### config.mk
export PLATFORM = sky130hd
export DESIGN_NAME = proc_issuer
export DESIGN_NICKNAME = d
export VERILOG_FILES = /design/src/rtl/proc_issuer.sv
export SDC_FILE = /design/constraint.sdc
export NUM_CORES = 1
export LEC_CHECK = 0
export CAP_MARGIN = 5
export CORE_MARGIN = 2
export CORE_UTILIZATION = 40
export DETAILED_ROUTE_END_ITERATION = 16
export GPL_TIMING_DRIVEN = 0
export PLACE_DENSITY = 0.55
export SKIP_CTS_REPAIR_TIMING = 1
export SYNTH_ARGS = -nofsm -noshare
export SYNTH_HDL_FRONTEND = slang
export SYNTH_SLANG_ARGS = --single-unit
### constraint.sdc
create_clock -name i_clk -period 4.6 [get_ports i_clk]
set_clock_uncertainty 0.1 [all_clocks]
set_input_delay 0.69 -clock i_clk [delete_from_list [all_inputs] [get_ports i_clk]]
set_output_delay 0.69 -clock i_clk [all_outputs]
set_load 0.05 [all_outputs]
### src/rtl/proc_issuer.sv
// rtl/proc_issuer.sv - buffers SIMD commands and issues EN, LD, LD, INFO, STORE to one proc,
// then waits for the proc's finish flag and returns the finish acknowledge.
module proc_issuer #(
  parameter int FIFO_DEPTH = 4,
  parameter int TIMEOUT    = 1024,
  parameter int CNT_W      = 16,
  parameter int ADDR_W     = 32,
  parameter int OP_W       = 4,
  parameter int COUNT_W    = 12,
  parameter int OPC_W      = 3,
  localparam int INFO_W    = OP_W + COUNT_W,
  localparam int INSTR_W   = OPC_W + ADDR_W
) (
  input  logic               i_clk,
  input  logic               i_rstn,
  input  logic               i_cmd_valid,
  output logic               o_cmd_ready,
  input  logic [ADDR_W-1:0]  i_cmd_addr0,
  input  logic [ADDR_W-1:0]  i_cmd_addr1,
  input  logic [INFO_W-1:0]  i_cmd_info,
  input  logic [ADDR_W-1:0]  i_cmd_wr_addr,
  output logic               o_en,
  output logic               o_valid,
  output logic [INSTR_W-1:0] o_instr,
  input  logic               i_busy,
  input  logic               i_finish,
  output logic               o_done,
  output logic [CNT_W-1:0]   o_done_cnt,
  output logic               o_idle,
  output logic               o_timeout
);

  localparam logic [OPC_W-1:0] INSTR_NOP   = OPC_W'(0);
  localparam logic [OPC_W-1:0] INSTR_LD    = OPC_W'(1);
  localparam logic [OPC_W-1:0] INSTR_INFO  = OPC_W'(2);
  localparam logic [OPC_W-1:0] INSTR_STORE = OPC_W'(3);

  localparam int PTR_W = $clog2(FIFO_DEPTH);
  localparam int CMD_W = 3 * ADDR_W + INFO_W;
  // Counter must hold TIMEOUT+1 so the saturated value never wraps back onto the trigger.
  localparam int WD_W  = $clog2(TIMEOUT + 2);

  typedef enum logic [3:0] {
    S_IDLE, S_POP, S_EN, S_LD0, S_LD1, S_INFO, S_STORE, S_WAIT_FIN, S_ACK, S_DRAIN
  } state_t;

  state_t r_state, w_state_nxt;

  logic [PTR_W:0]       r_wr_ptr, r_rd_ptr;
  logic [CMD_W-1:0]     r_mem [FIFO_DEPTH];
  logic [CMD_W-1:0]     r_cmd;
  logic                 w_full, w_empty, w_push, w_pop;
  logic [ADDR_W-1:0]    w_cmd_addr0, w_cmd_addr1, w_cmd_wr;
  logic [INFO_W-1:0]    w_cmd_info;
  logic                 w_valid_nxt;
  logic [INSTR_W-1:0]   w_instr_nxt;
  logic [WD_W-1:0]      r_wd_cnt, w_wd_inc;

  // Pointers carry one extra wrap bit: equal low bits with differing wrap bit means full.
  assign w_empty = (r_wr_ptr == r_rd_ptr);
  assign w_full  = (r_wr_ptr[PTR_W] != r_rd_ptr[PTR_W]) &&
                   (r_wr_ptr[PTR_W-1:0] == r_rd_ptr[PTR_W-1:0]);
  assign w_push  = i_cmd_valid && !w_full;
  assign w_pop   = (r_state == S_POP);

  assign o_cmd_ready = !w_full;
  assign o_idle      = (r_state == S_IDLE) && w_empty;

  assign {w_cmd_addr0, w_cmd_addr1, w_cmd_info, w_cmd_wr} = r_cmd;

  always_ff @(posedge i_clk) begin
    if (w_push) r_mem[r_wr_ptr[PTR_W-1:0]] <= {i_cmd_addr0, i_cmd_addr1, i_cmd_info, i_cmd_wr_addr};
  end

  always_ff @(posedge i_clk or negedge i_rstn) begin
    if (!i_rstn) begin
      r_wr_ptr <= '0;
      r_rd_ptr <= '0;
      r_cmd    <= '0;
    end else begin
      if (w_push) r_wr_ptr <= r_wr_ptr + (PTR_W+1)'(1);
      if (w_pop) begin
        r_rd_ptr <= r_rd_ptr + (PTR_W+1)'(1);
        r_cmd    <= r_mem[r_rd_ptr[PTR_W-1:0]];
      end
    end
  end

  always_ff @(posedge i_clk or negedge i_rstn) begin
    if (!i_rstn) r_state <= S_IDLE;
    else         r_state <= w_state_nxt;
  end

  always_comb begin
    w_state_nxt = r_state;
    case (r_state)
      S_IDLE:     if (!w_empty && !i_busy) w_state_nxt = S_POP;
      S_POP:      w_state_nxt = S_EN;
      S_EN:       w_state_nxt = S_LD0;
      S_LD0:      w_state_nxt = S_LD1;
      S_LD1:      w_state_nxt = S_INFO;
      S_INFO:     w_state_nxt = S_STORE;
      S_STORE:    w_state_nxt = S_WAIT_FIN;
      S_WAIT_FIN: if (i_finish) w_state_nxt = S_ACK;
      S_ACK:      w_state_nxt = S_DRAIN;
      S_DRAIN:    if (!i_finish) w_state_nxt = S_IDLE;
      default:    w_state_nxt = S_IDLE;
    endcase
  end

  // Outputs are decoded from the next state so they register in step with the state they belong to.
  always_comb begin
    w_valid_nxt = 1'b0;
    w_instr_nxt = '0;
    case (w_state_nxt)
      S_LD0:   begin w_valid_nxt = 1'b1; w_instr_nxt = {INSTR_LD, w_cmd_addr0}; end
      S_LD1:   begin w_valid_nxt = 1'b1; w_instr_nxt = {INSTR_LD, w_cmd_addr1}; end
      S_INFO:  begin w_valid_nxt = 1'b1; w_instr_nxt = {INSTR_INFO, ADDR_W'(w_cmd_info)}; end
      S_STORE: begin w_valid_nxt = 1'b1; w_instr_nxt = {INSTR_STORE, w_cmd_wr}; end
      S_ACK:   begin w_valid_nxt = 1'b1; w_instr_nxt = {INSTR_NOP, {ADDR_W{1'b0}}}; end
      default: begin w_valid_nxt = 1'b0; w_instr_nxt = '0; end
    endcase
  end

  always_ff @(posedge i_clk or negedge i_rstn) begin
    if (!i_rstn) begin
      o_en       <= 1'b0;
      o_valid    <= 1'b0;
      o_instr    <= '0;
      o_done     <= 1'b0;
      o_done_cnt <= '0;
    end else begin
      o_en    <= (w_state_nxt == S_EN);
      o_valid <= w_valid_nxt;
      o_instr <= w_instr_nxt;
      o_done  <= (w_state_nxt == S_ACK);
      if (w_state_nxt == S_ACK) o_done_cnt <= o_done_cnt + CNT_W'(1);
    end
  end

  assign w_wd_inc = r_wd_cnt + WD_W'(1);

  // Watchdog only flags a stuck proc; the FSM keeps waiting for i_finish regardless.
  always_ff @(posedge i_clk or negedge i_rstn) begin
    if (!i_rstn) begin
      r_wd_cnt  <= '0;
      o_timeout <= 1'b0;
    end else begin
      if (r_state != S_WAIT_FIN)             r_wd_cnt <= '0;
      else if (r_wd_cnt != WD_W'(TIMEOUT))   r_wd_cnt <= w_wd_inc;
      if (TIMEOUT != 0 && r_state == S_WAIT_FIN && w_wd_inc == WD_W'(TIMEOUT))
        o_timeout <= 1'b1;
    end
  end

endmodule
-- After elaboration in Yosys (flattened, before gate mapping)
Memories as Yosys holds them, arrays and structs flattened. A register that Yosys moved wholly into a read port is not among the register bits.
Index checks and enable logic that the tools add are counted.
- $add $sub $neg: 4
- equality and inequality tests: 21
- muxes and demuxes: 10
- reductions and logical operators: 12
- operator list (cell ; number):
    34-bit one-hot mux with 4 select lines ; 1
    4-bit one-hot mux with 10 select lines ; 1
    4-bit by 3-bit equality test with 1-bit output (second input constant) ; 7
    11-bit 2-to-1 mux ; 2
    16-bit by 1-bit adder with 16-bit output (second input constant) ; 1
    4-bit by 2-bit equality test with 1-bit output (second input constant) ; 4
    4-bit equality test (second input constant) ; 3
    4-bit 2-to-1 mux ; 3
    11-bit by 1-bit adder with 11-bit output (second input constant) ; 1
    11-bit equality test (second input constant) ; 1
    11-bit != test (second input constant) ; 1
    3-bit by 1-bit adder with 3-bit output (second input constant) ; 2
    1-bit logical AND ; 5
    5-bit OR reduction ; 1
    4-bit by 1-bit equality test with 1-bit output (second input constant) ; 1
    1-bit zero test ; 4
    4-bit zero test ; 1
    4-bit by 3-bit != test with 1-bit output (second input constant) ; 1
    3-bit equality test ; 1
    1-bit 2-to-1 mux ; 3
    2-bit equality test ; 1
    2-bit nonzero test ; 1
    1-bit != test ; 1
- register bits: 76
- bits in writable memories: 448
- input bits: 117
- output and inout port bits: 57
- memories: 1
- memory list (memory ; depth ; width ; rd ports ; clocked after memory_dff ; write ports ; RTL line ; source):
    r_mem ; 4 ; 112 ; 1 ; 1 ; 1 ; 50 ; logic [CMD_W-1:0] r_mem [FIFO_DEPTH];

-- Depth between registers and ports, before layout
- depth after elaboration: 8
- depth in mapped cells: 7
- gate-level depth less buffers: 7

-- Worst setup path after synthesis
OpenSTA, ideal clock, no wires.
- kind: register -> register
- start: register r_rd_ptr[0]
- end: memory r_mem[3][0] (netlist bit), enable pin
- library setup time: 0.486 ns
- data arrival time: 3.995 ns
- data required time: 4.014 ns
- path slack: 0.019 ns
- stages on the path, launching flop included: 6
- period minus slack after synthesis: 4.581 ns
- cells stage by stage: dfrtp_1 > buf_2 > buf_6 > xnor2_1 > nand3_1 > and3_1
- cells in the longest elaborated chain, start to end: 6
- ends and longest elaborated chain (element ; RTL line ; source):
    start: declaration ; 49 ; logic [PTR_W:0] r_wr_ptr, r_rd_ptr;
    start signal: assignment ; 83 ; r_rd_ptr <= r_rd_ptr + (PTR_W+1)'(1);
    2-bit equality test ; 62 ; (r_wr_ptr[PTR_W-1:0] == r_rd_ptr[PTR_W-1:0]);
    1-bit logical AND ; 61 ; assign w_full = (r_wr_ptr[PTR_W] != r_rd_ptr[PTR_W]) &&
    1-bit zero test ; - ;
    named net o_cmd_ready ; 17 ; output logic o_cmd_ready,
    1-bit logical AND ; 63 ; assign w_push = i_cmd_valid && !w_full;
    1-bit 2-to-1 mux ; 72 ; if (w_push) r_mem[r_wr_ptr[PTR_W-1:0]] <= {i_cmd_addr0, i_cmd_addr1, i_cmd_info, i_cmd_wr_addr};
    1-bit 2-to-1 mux (not written as such) ; 72 ;
    end: declaration ; 50 ;
The timed path passes the listed nets, and every way through them passes these cells.

-- Worst setup path after layout
- start: register r_rd_ptr[0]
- end: output o_idle
- cells in the longest elaborated chain, start to end: 2
- ends and longest elaborated chain (element ; RTL line ; source):
    3-bit equality test ; 60 ; assign w_empty = (r_wr_ptr == r_rd_ptr);
    1-bit logical AND ; 67 ; assign o_idle = (r_state == S_IDLE) && w_empty;
    end: declaration ; 29 ; output logic o_idle,
Every way passes these cells.

==> results.txt <==
HPWL Detailed = 34100 um
starting DRC count in detailed routing = 879
Required @ worst endpoint = 3.81 ns
Seq/Total Area, Yosys = 0.759
port buffer count = 172
Final Max Slew Viols = 0
worst skew pair latency = 0.60 ns
Place WS = 1.51 ns
Worst R2R Setup Slack = 1.62 ns
Clock transition at path regs = 0.06 ns
CTS tree = done
routed length on met3 = 3040 um
Clock power frac = 0.278
TritonRoute pass-1 iters = 5
Leakage Power = 10.4 nW
die area = 61700 sq um
Main synth FF type = edfxtp_1
maxcap violations = 0
DR DRC count = 0
vias in the first global route = 12158
Synth Area per Inst = 20.6 sq um
crit path to = o_idle
most numerous cell in the Yosys netlist = edfxtp_1
Via density = 5.23
IO Pins = 174
f_max = 0.271 GHz
Routed Antenna Nets = 0
Mapped Nets = 1285
final setup TNS = 0 ns
Starting Density = 0.405
RSZ-0062 raised after global routing = false
IR drop worst, VDD = 0.000322 V
largest net degree at the start of global routing = 107
Die X = 248 um
Sw Share = 0.305
routability cong. = 0.770
Critical path origin = r_rd_ptr[0]
Placement Rows = 89
routed wire length = 52900 um
critical path class = reg -> out
core area = 59000 sq um
htree depth = 3
area of the multi-input gates = 5330 sq um
part of the power in registers = 0.439
biggest area consumer among synthesized cells = edfxtp_1
antenna violations before repair = 7
Post-synth EDFFs = 448
root buffer cell = clkbuf_16
first-pass GRT wire length = 78700 um
M1 WL = 23400 um
combinational share of power = 0.283
Die H = 248 um
final hold viol count = 0
area added between synthesis and finish = 21.7%
drt wl/cell = 23.6 um
R2R depth = 7
highest metal used = met5
RR Endpoint = r_mem[3][29]
synth warn = 0
clock buffer count from CTS = 69
Register Area = 18100 sq um
Syn Inst Count = 1159
fillcell total = 4907
Non-Filler Instances = 2242
outcome = finished, final reports clean
CP Data Arrival Time = 2.90 ns
DR vias = 11720
total chip power = 19.3 mW
worst-case clock buffer depth = 3
setup ws final = 0.914 ns
Min-Delay Path Class = in -> async
crit share post-route = 0.801
ranking of synthesized cells by area = edfxtp_1 56%, dfrtp_1 20%, mux4_2 11%
Worst setup SP type = register
commonest cells in the netlist = 448 x edfxtp_1, 187 x dfrtp_1, 112 x mux4_2
P_int = 13.4 mW
utilization after layout = 0.492
Yosys reg bits = 635
Rel. slew slack = 0.309
Synth async-reset ratio = 0.294
final setup fails = 0
GR Overflow Total = 0
Ant. Diodes = 0
fin nets = 1538
Synth top area share = 0.563
Detail Route met2 WL = 25500 um
Tmin final = 3.69 ns
total instance count after detailed placement = 2113
worst-path maximum fanout = 10
Post-Syn Area = 23900 sq um
critical path endpoint category = output pin
reg2reg start = r_rd_ptr[0]
worst slew pin tran = 1.03 ns
library cells used by synthesis = 47
cell area power density = 663 nW/um^2
total clock sinks = 635
net switching power = 5.88 mW
All-Layer GR Usage = 0.176
layout cells sized above 1 = 0.261
## how the worst min path moves through the flow
stage	startpoint	end	slack [ns]	cells after the start
after floorplan	i_rstn	o_done	0.29	0
after global placement	o_timeout	o_timeout	0.36	1
after detailed placement	o_done_cnt[15]	o_done_cnt[15]	0.37	1
after CTS	i_rstn	r_wd_cnt[4]	0.01	1
after global routing	i_rstn	r_wd_cnt[4]	0.04	1
final	i_rstn	r_wd_cnt[4]	0.01	1
## per-layer routing
metal | global-route usage | vias to the layer above
met4 | 0.0432 | 12
met2 | 0.280 | 258
met1 | 0.246 | 6229
met3 | 0.0433 | 88
li1 | - | 5133
met5 | 0 | -
## sequential cells by signal, indices dropped and copies added, names as in the netlist
name        count
r_wd_cnt       11
o_done_cnt     16
o_valid         1
r_wr_ptr        3
o_instr        34
o_timeout       1
o_en            1
o_done          1
r_state         4
r_mem         448
r_rd_ptr        3
r_cmd         112
## critical path: stages, from the launching register on
cell             delay, ns
dfrtp_1               0.36
buf_2                 0.29
buf_6                 0.27
xnor2_1               0.17
nand3b_1              0.17
nor2_1                0.20
clkdlybuf4s50_1       0.83
## power groups by stage
stage | combinational [mW] | sequential (mW) | clock, mW
floorplan | 3.35 | 8.78 | 0
global placement | 5.40 | 8.77 | 0
detailed placement | 5.59 | 8.58 | 0
CTS | 5.60 | 8.47 | 5.48
global route | 5.90 | 8.61 | 5.70
finish | 5.45 | 8.46 | 5.36
## kinds of logic (layout without fill, tap and decap cells)
group / Yosys count / in the layout / share of synthesized area
buf+inv: 80 / 390 / 0.0182
compound gates: 59 / 59 / 0.0201
fa+ha+maj: 9 / 9 / 0.00472
simple gates: 116 / 116 / 0.0258
xor+xnor: 32 / 32 / 0.0117
mux: 227 / 227 / 0.160
flops: 635 / 635 / 0.759
other cells: 1 / 1 / 0.000157
## per-stage QoR
stage / instance area (sq um) / hold WS, ns
after floorplan: 23900 / 0.294
after global placement: 26600 / 0.359
after detailed placement: 26800 / 0.365
after CTS: 29100 / 0.0113
after global routing: 29100 / 0.0408
final: 29100 / 0.0106
## placed cells by master (no fill, tap or decap), types with 10 or more instances in the layout
cell / instances
a222oi_1: 16
a22oi_1: 32
buf_2: 26
buf_6: 12
clkbuf_1: 29
clkbuf_16: 70
clkdlybuf4s50_1: 171
clkinv_2: 14
dfrtp_1: 187
edfxtp_1: 448
inv_1: 25
mux2_1: 10
mux2_2: 103
mux4_2: 112
nand2_1: 35
nor2_1: 30
xnor2_1: 15
xor2_1: 17
## layout make-up
class | instances | share of cell area
buffer | 55 | 0.0117
clock buffer | 94 | 0.0654
clock inverter | 34 | 0.0107
inverter | 25 | 0.00323
multi-input combinational | 444 | 0.183
sequential | 635 | 0.624
tap | 773 | 0.0333
timing repair buffer | 182 | 0.0682
Power figures use the tool's default switching activity.
